`config.mk`:
```
export PLATFORM = sky130hd
export DESIGN_NAME = parking_input_conditioner
export DESIGN_NICKNAME = d
export VERILOG_FILES = /design/src/rtl/parking_pkg.sv /design/src/rtl/input_debouncer.sv /design/src/rtl/parking_input_conditioner.sv
export SDC_FILE = /design/constraint.sdc
export NUM_CORES = 1
export LEC_CHECK = 0
export BUFFER_PORTS_ARGS = -buffer_cell sky130_fd_sc_hd__buf_2
export CAP_MARGIN = 20
export CORE_MARGIN = 8
export CORE_UTILIZATION = 56
export CTS_CLUSTER_SIZE = 24
export DETAILED_ROUTE_END_ITERATION = 7
export GPL_ROUTABILITY_DRIVEN = 1
export PLACE_DENSITY = 0.77
export SETUP_SLACK_MARGIN = 0.4
export SLEW_MARGIN = 20
export SYNTH_ARGS = -nofsm -noshare
export SYNTH_HDL_FRONTEND = slang
export SYNTH_SLANG_ARGS = --single-unit
```
`constraint.sdc`:
```
create_clock -name clk -period 1.79 [get_ports clk]
set_clock_uncertainty 0.1 [all_clocks]
set_input_delay 0.179 -clock clk [delete_from_list [all_inputs] [get_ports clk]]
set_output_delay 0.179 -clock clk [all_outputs]
set_load 0.01 [all_outputs]
```
`src/rtl/parking_pkg.sv`:
```
// parking_pkg: shared constants for the parking gate input front-end
//   PASS_W               keypad digit width
//   DEF_DEBOUNCE_CYCLES  default debounce length in synchronised cycles
//   DEF_ENTRY_TIMEOUT    default cycles allowed between digit 1 and digit 2
//   WAIT_D1 / WAIT_D2    password-entry FSM state encoding
package parking_pkg;
   localparam int PASS_W              = 2;
   localparam int DEF_DEBOUNCE_CYCLES = 4;
   localparam int DEF_ENTRY_TIMEOUT   = 16;
   localparam logic [0:0] WAIT_D1 = 1'b0;
   localparam logic [0:0] WAIT_D2 = 1'b1;
endpackage

```
`src/rtl/input_debouncer.sv`:
```
// input_debouncer: two-flop synchroniser followed by a stability counter
//   clk, reset_n  clock and asynchronous active-low reset
//   raw_i         asynchronous, bouncy input
//   level_o       registered debounced level
module input_debouncer #(
   parameter int DEBOUNCE_CYCLES = 4,
   parameter int DB_W            = 3
) (
   input  logic clk,
   input  logic reset_n,
   input  logic raw_i,
   output logic level_o
);
   localparam logic [DB_W-1:0] LAST = DB_W'(DEBOUNCE_CYCLES - 1);
   logic            s1_q, s2_q, out_q, out_d;
   logic [DB_W-1:0] cnt_q, cnt_d;
   // the cycle that would bring the count to DEBOUNCE_CYCLES flips the output instead
   always_comb begin
      out_d = (s2_q != out_q && cnt_q == LAST) ? s2_q : out_q;
      cnt_d = (s2_q == out_q || cnt_q == LAST) ? '0 : cnt_q + 1'b1;
   end
   always_ff @(posedge clk or negedge reset_n) begin
      if (!reset_n) begin
         s1_q  <= 1'b0;
         s2_q  <= 1'b0;
         out_q <= 1'b0;
         cnt_q <= '0;
      end else begin
         s1_q  <= raw_i;
         s2_q  <= s1_q;
         out_q <= out_d;
         cnt_q <= cnt_d;
      end
   end
   assign level_o = out_q;
endmodule

```
`src/rtl/parking_input_conditioner.sv`:
```
// parking_input_conditioner: sensor/keypad conditioning and password pair assembly
//   clk, reset_n                       clock and asynchronous active-low reset
//   sensor_entrance_raw, sensor_exit_raw, key_press_raw   raw asynchronous inputs
//   key_value                          keypad digit, stable while key_press_raw is high
//   key_clear                          synchronous clear of the entry and passwords
//   sensor_entrance, sensor_exit       debounced sensor levels
//   password_1, password_2             last completed digit pair
//   pass_ready, entry_timeout          one-cycle completion / abandon pulses
module parking_input_conditioner
   import parking_pkg::*;
#(
   parameter int DEBOUNCE_CYCLES = DEF_DEBOUNCE_CYCLES,
   parameter int DB_W            = 3,
   parameter int ENTRY_TIMEOUT   = DEF_ENTRY_TIMEOUT,
   parameter int TO_W            = 5
) (
   input  logic              clk,
   input  logic              reset_n,
   input  logic              sensor_entrance_raw,
   input  logic              sensor_exit_raw,
   input  logic              key_press_raw,
   input  logic [PASS_W-1:0] key_value,
   input  logic              key_clear,
   output logic              sensor_entrance,
   output logic              sensor_exit,
   output logic [PASS_W-1:0] password_1,
   output logic [PASS_W-1:0] password_2,
   output logic              pass_ready,
   output logic              entry_timeout
);
   localparam logic [TO_W-1:0] TO_LAST = TO_W'(ENTRY_TIMEOUT - 1);
   logic              key_db, key_db_q, key_evt;
   logic [PASS_W-1:0] kv_s1_q, kv_s2_q;
   logic [0:0]        state_q, state_d;
   logic [PASS_W-1:0] d1_q, d1_d, p1_q, p1_d, p2_q, p2_d;
   logic [TO_W-1:0]   to_q, to_d;
   logic              pr_q, pr_d, et_q, et_d;
   input_debouncer #(.DEBOUNCE_CYCLES(DEBOUNCE_CYCLES), .DB_W(DB_W)) u_db_ent (
      .clk(clk), .reset_n(reset_n), .raw_i(sensor_entrance_raw), .level_o(sensor_entrance));
   input_debouncer #(.DEBOUNCE_CYCLES(DEBOUNCE_CYCLES), .DB_W(DB_W)) u_db_exit (
      .clk(clk), .reset_n(reset_n), .raw_i(sensor_exit_raw), .level_o(sensor_exit));
   input_debouncer #(.DEBOUNCE_CYCLES(DEBOUNCE_CYCLES), .DB_W(DB_W)) u_db_key (
      .clk(clk), .reset_n(reset_n), .raw_i(key_press_raw), .level_o(key_db));
   assign key_evt = key_db & ~key_db_q;
   // key_clear outranks everything; an event in WAIT_D2 outranks the timeout
   always_comb begin
      state_d = state_q;
      d1_d    = d1_q;
      to_d    = to_q;
      p1_d    = p1_q;
      p2_d    = p2_q;
      pr_d    = 1'b0;
      et_d    = 1'b0;
      if (key_clear) begin
         state_d = WAIT_D1;
         d1_d    = '0;
         to_d    = '0;
         p1_d    = '0;
         p2_d    = '0;
      end else if (state_q == WAIT_D1) begin
         if (key_evt) begin
            state_d = WAIT_D2;
            d1_d    = kv_s2_q;
            to_d    = '0;
            p1_d    = '0;
            p2_d    = '0;
         end
      end else if (key_evt) begin
         state_d = WAIT_D1;
         p1_d    = d1_q;
         p2_d    = kv_s2_q;
         pr_d    = 1'b1;
      end else if (to_q == TO_LAST) begin
         state_d = WAIT_D1;
         d1_d    = '0;
         to_d    = '0;
         et_d    = 1'b1;
      end else begin
         to_d = to_q + 1'b1;
      end
   end
   always_ff @(posedge clk or negedge reset_n) begin
      if (!reset_n) begin
         kv_s1_q  <= '0;
         kv_s2_q  <= '0;
         key_db_q <= 1'b0;
         state_q  <= WAIT_D1;
         d1_q     <= '0;
         to_q     <= '0;
         p1_q     <= '0;
         p2_q     <= '0;
         pr_q     <= 1'b0;
         et_q     <= 1'b0;
      end else begin
         kv_s1_q  <= key_value;
         kv_s2_q  <= kv_s1_q;
         key_db_q <= key_db;
         state_q  <= state_d;
         d1_q     <= d1_d;
         to_q     <= to_d;
         p1_q     <= p1_d;
         p2_q     <= p2_d;
         pr_q     <= pr_d;
         et_q     <= et_d;
      end
   end
   assign password_1    = p1_q;
   assign password_2    = p2_q;
   assign pass_ready    = pr_q;
   assign entry_timeout = et_q;
endmodule

```
==> impl_metrics.yaml, run 1 <==
grt:
  grtUsageMet3_pct: 5.96
  overflow: 0
  grt_pass1_vias: 1017
  track_usage_pct: 13.6
  grt_use_met2_pct: 21.5
  use_met1_pct: 15.1
  grt_max_degree: 38
  antenna_found_initial: 0
  gr-max-usage-layer: "met2"
  grt_pass1_wl_um: 4570
hold_path:
  hp-class: "input port to flip-flop"
  min_to: "state_q"
  worstHoldStart: "key_clear"
  holdPathStages: 2
timing:
  rsz0062_at_grt: "yes"
  max_freq_mhz: 685
  fin_crit_sh_pct: 81.6
  holdWs_ns: 0.114
  slew_viol_final: 0
  slew_headroom_pct: 70.2
  worstMarginPinSlew_ns: 0.446
  hold_viol: 0
  tns_ns: 0
  setup_viol: 0
  period_needed_ns: 1.46
drt:
  drtAntennaViolNets: 0
  drt_iter0_drc: 53
  drcViolationCount: 0
  drt-total-wl_um: 2600
  wl_per_cell_um: 13.7
  via_per_inst: 5.37
  num_vias: 1020
  first_pass_iters: 4
synthesis:
  synth-edff-count: 0
  avgSynthCellArea_um2: 11.7
  yosysTopAreaCell: "dfrtp_1"
  synth_cell_type_count: 28
  syn_inst: 128
  synthesis.nets: 143
  yosysSeqAreaShare_pct: 61.9
  synth_area_um2: 1500
  ys_warn_count: 0
  ys_ff_latch: 37
  async_reset_ff_share_pct: 100
  synth_ff_type: "dfrtp_1"
  synth_top_cell_area_share_pct: 61.9
  synthTopCellsByArea: "dfrtp_1 62%, ha_1 5.9%, nor2_1 4.0%, a21oi_1 3.0%, nand3_1 2.7%"
critical_path:
  cp_max_fo: 5
  crit_arrival_ns: 1.61
  start_kind: "flip-flop"
  worstPathRequired_ns: 1.94
  critical_path_class: "flip-flop to flip-flop"
  rrSetupSlack_ns: 0.33
  reg2reg_depth: 5
  reg2reg_to: "d1_q[0]"
  worstSetupEndpointType: "flip-flop"
  r2r-start: "to_q[0]"
place:
  gp_congestion: 0.747
  port-buffer-count: 15
  dpl.hpwl_um: 1560
pwr:
  ir_drop_mv: 1.05
  p_leak_uw: 0.000853
  p_per_area_nw_per_um2: 1300
finish:
  drive_gt1_share_pct: 31.3
  antenna_cells: 0
  area_growth_syn_to_layout_pct: 23.2
  final_nets: 174
outcome:
  outcome: "finished clean"
clocking:
  cts-htree-levels: 2
  clk-insertion-delay-late_ns: 0.34
  clockRootBuffer: "clkbuf_4"
  cts_tree: "yes"
  cts_max_path_buffers: 2
  clk_pin_slew_ns: 0.11
  numCtsBuffers: 5
  cts.sinks: 37
floorplan:
  io_pins: 16
  fp.dieW_um: 67.7
  core-area_um2: 2500
  die-area_um2: 4580
  start_util_pct: 59.9
  die_y_um: 67.7
  placement_rows: 18
run:
  drv_cap: 0
-- worst max-delay path, cell delays in order, from the launching register on --
cell and delay [ns]:
dfrtp_1 0.41, ha_2 0.19, nand4b_1 0.13, buf_6 0.15, o21ai_4 0.06, a2111oi_4 0.32
-- per-layer routing --
layer / up-vias / share of wire (%) / wire length [um]
met5: - / 0 / 0
met4: 0 / 2.8 / 74
met3: 6 / 4.1 / 107
met2: 14 / 50 / 1290
met1: 504 / 43 / 1120
li1: 496 / - / -
-- flip-flops by register name, summed over array words and instances (netlist names), 2 cells and up --
register / count
to_q: 5
u_db_exit.cnt_q: 3
password_1: 2
d1_q: 2
kv_s1_q: 2
u_db_key.cnt_q: 3
password_2: 2
kv_s2_q: 2
u_db_ent.cnt_q: 3
-- repair_timing --
| item | 4_1_cts | 5_1_grt |
|---|---|---|
| endpoints found under the hold margin | 42 | 0 |
| buffers inserted | 6 | 1 |
| hold buffers | 6 | 0 |
| setup endpoints to repair | 8 | 9 |
| resized for setup | 7 | 8 |
| pin swaps | 4 | 5 |
-- Yosys cell counts (all sizes together) (2+ instances only) --
| cell | n |
|---|---|
| nor2 | 16 |
| a21oi | 9 |
| nand3 | 8 |
| dfrtp | 37 |
| clkbuf | 2 |
| nand2 | 9 |
| a311oi | 2 |
| nor3b | 3 |
| buf | 3 |
| mux2 | 3 |
| ha | 7 |
| nand2b | 4 |
| xor2 | 3 |
| o21ai | 4 |
| nor3 | 3 |
| a2111oi | 2 |
| inv | 6 |
-- placed cells by master (no fill, tap or decap), types with 2 or more instances in the layout --
cell and n:
buf_2 15, nor3b_1 2, nand2_1 9, nand3_1 7
dfrtp_2 2, dfrtp_1 35, nor3_1 2, a21oi_1 8
ha_1 6, dlygate4sd3_1 6, o21ai_0 2, a311oi_2 2
mux2_2 3, inv_1 6, xor2_1 3, nand2b_1 3
clkbuf_4 5, buf_4 7, clkbuf_8 2, nor2_1 16
-- worst max path at each step --
stage	endpoint	slack (ns)	depth (start not counted)	from
floorplan	d1_q[0]	0.43	4	to_q[0]
global placement	state_q	0.32	5	to_q[0]
detailed placement	state_q	0.27	5	to_q[0]
CTS	d1_q[0]	0.38	5	to_q[0]
global route	d1_q[0]	0.27	5	to_q[0]
finish	d1_q[0]	0.33	5	to_q[0]
-- cells by family after synthesis --
kind of cell	after synthesis	share of synthesized area, %
muxes	3	2.26
DFF	37	61.9
adders and majority gates	7	5.85
AOI/OAI and AO/OA	17	7.94
buffers and inverters	11	3.60
and+or+nand+nor	50	16.7
xor gates and xnor gates	3	1.76
-- metrics by stage --
stage,std cells,instance area (um2),total power [uW],util (%),setup slack (ns)
6_report,190,1840,2400,73.7,0.330
5_1_grt,190,1840,2580,73.7,0.271
4_1_cts,189,1790,2350,71.6,0.379
3_5_place_dp,169,1590,1780,63.5,0.271
3_3_place_gp,169,1590,1740,63.5,0.318
2_1_floorplan,128,1500,1660,-,0.426
-- report_power, final --
| part | internal [uW] | switching (uW) | total (uW) |
|---|---|---|---|
| registers | 1010 | 163 | 1180 |
| clock network | 228 | 258 | 486 |
| logic | 333 | 400 | 733 |
-- area by class of cell --
cell class / count / area [um2]
Clock buffer: 7 / 65.1
Clock inverter: 1 / 5.00
Fill cell: 171 / 657
Inverter: 6 / 22.5
Multi-Input combinational cell: 80 / 586
Sequential cell: 37 / 928
Tap cell: 30 / 37.5
Timing Repair Buffer: 29 / 199
Note: power is estimated with default switching activity, not from simulation.
==> inputs of run 2 (changes only) <==
==> constraint.sdc (replaced) <==
create_clock -name clk -period 1.4 [get_ports clk]
set_clock_uncertainty 0.1 [all_clocks]
set_input_delay 0.14 -clock clk [delete_from_list [all_inputs] [get_ports clk]]
set_output_delay 0.14 -clock clk [all_outputs]
set_load 0.01 [all_outputs]
==> impl_metrics.yaml, run 2 (synthesized netlist as in run 1, its figures left out) <==
outcome:
  outcome: "finished, violations left"
  violations: "setup timing"
critical_path:
  slowest_delay_ns: 0.41
  critPathSlowestCell: "dfrtp_1"
  worstPathCellList: "ha_2 > nand4b_1 > buf_4 > nand3_2 > a311oi_1"
  worstSetupEndpointType: "flip-flop"
  cp_max_fo: 5
  start_kind: "flip-flop"
  critical_path_class: "flip-flop to flip-flop"
  crit_arrival_ns: 1.66
  worstPathRequired_ns: 1.57
timing:
  fin_crit_sh_pct: 106
  setup_viol: 6
  slew_viol_final: 0
  holdWs_ns: 0.0677
  rsz0062_at_grt: "yes"
  hold_viol: 0
  slew_headroom_pct: 70.2
  period_needed_ns: 1.49
  worstMarginPinSlew_ns: 0.447
  tns_ns: -0.276
  worst_slack_ns: -0.0856
  max_freq_mhz: 673
clocking:
  clk_pin_slew_ns: 0.12
  cts_tree: "yes"
  cts-htree-levels: 2
  cts_max_path_buffers: 2
  cts.sinks: 37
  clk-insertion-delay-late_ns: 0.36
  numCtsBuffers: 5
  clockRootBuffer: "clkbuf_4"
pwr:
  switching_share_pct: 35.4
  pwr-share-clk_pct: 19.9
  p_int_uw: 2480
  p_leak_uw: 0.000969
  p_per_area_nw_per_um2: 1800
  p_seq_share_pct: 38.4
  power_switching_uw: 1360
  comb_power_share_pct: 41.7
  ir_drop_mv: 1.60
finish:
  antenna_cells: 0
  drive_gt1_share_pct: 51.4
  final_cell_mix: "35 x dfrtp_1, 23 x buf_4, 15 x buf_2"
  area_growth_syn_to_layout_pct: 42.7
  layout_commonest_cell: "dfrtp_1"
  post-route-util_pct: 85.4
  final_nets: 193
  largest_reg_flops: 5
  largest_register: "to_q"
grt:
  track_usage_pct: 15.4
  overflow: 0
  grt_pass1_wl_um: 5200
  antenna_found_initial: 0
  grt_pass1_vias: 1159
  grt_max_degree: 21
place:
  gp_congestion: 0.878
  dp_slack_ns: -0.0465
  dpl.hpwl_um: 1900
  port-buffer-count: 15
drt:
  drt_iter0_drc: 90
  wl_per_cell_um: 17.1
  via_per_inst: 5.53
  drt-total-wl_um: 3570
  drtAntennaViolNets: 0
  num_vias: 1156
  first_pass_iters: 4
  drcViolationCount: 0
floorplan:
  die-area_um2: 4580
  fp.dieW_um: 67.7
  core-area_um2: 2500
  die_y_um: 67.7
  io_pins: 16
  placement_rows: 18
  start_util_pct: 59.9
run:
  drv_cap: 0
hold_path:
  hp-class: "input port to flip-flop"
==> run 2: cell types whose count changed in the layout (fill, tap and decap cells not counted), moves of 3 or more <==
cell,previous run,this run
buf_4,7,23
nand2b_1,3,0
nand2b_4,1,4
mux2_2,3,0
o21ai_1,0,3
nor2_2,0,6
mux2_4,0,3
nand3_2,1,7
ha_2,1,4
nor2_1,16,8
ha_1,6,0
ha_4,0,3
nand3_1,7,1
==> run 2: worst paths after layout <==
check                           startpoint          endpoint  slack [ns]  depth (start not counted)
worst max-delay path               to_q[0]           to_q[1]       -0.09                          5
worst min-delay path             key_clear           to_q[3]        0.07                          2
worst max register to register     to_q[0]           to_q[1]       -0.09                          5
worst min register to register  kv_s1_q[0]        kv_s2_q[0]        0.26                          0
max in group asynchronous          reset_n  u_db_key.level_o        0.58                          3
min in group asynchronous          reset_n           d1_q[1]        0.14                          2
==> run 2: critical path, delay by kind of cell (launching register included) <==
| family | cells | cell delay, ns |
|---|---|---|
| flops | 1 | 0.41 |
| simple gates | 2 | 0.26 |
| compound gates | 1 | 0.25 |
| fa+ha+maj | 1 | 0.20 |
| buf+inv | 1 | 0.19 |
==> run 2: routing by layer <==
layer | GRT usage [%] | part of all wire [%] | vias to the layer above
li1 | - | - | 531
met1 | 16.8 | 38 | 567
met2 | 26.0 | 52 | 48
met3 | 5.79 | 7.1 | 10
met4 | 7.05 | 2.1 | 0
met5 | 0 | 0 | -
==> run 2: area by class of cell <==
type | count | area [um2]
timing repair buffer | 48 | 362
fill | 117 | 364
clock inverter | 3 | 46.3
sequential | 37 | 928
multi-input combinational | 80 | 702
tap | 30 | 37.5
clock buffer | 5 | 37.5
inverter | 6 | 22.5
==> run 2: what timing repair did <==
action / in CTS / in global routing
hold buffers: 6 / 0
pin swaps: 9 / 3
gates resized for setup: 19 / 8
endpoints found under the setup margin: 34 / 33
endpoints found under the hold margin: 42 / 0
setup buffers: 13 / 6
==> run 2: power groups by stage <==
stage	Clock (uW)	Sequential (uW)	Combinational [uW]
floorplan	0	1460	837
global placement	0	1480	1000
detailed placement	0	1500	1070
CTS	772	1460	1400
global route	829	1490	1730
finish	763	1480	1600
==> run 2: metrics by stage <==
| step | total power, uW | instances | area, um2 |
|---|---|---|---|
| after floorplan | 2300 | 128 | 1600 |
| after global placement | 2480 | 176 | 1750 |
| after detailed placement | 2570 | 176 | 1750 |
| after CTS | 3640 | 203 | 2060 |
| after global routing | 4050 | 209 | 2140 |
| final | 3840 | 209 | 2140 |
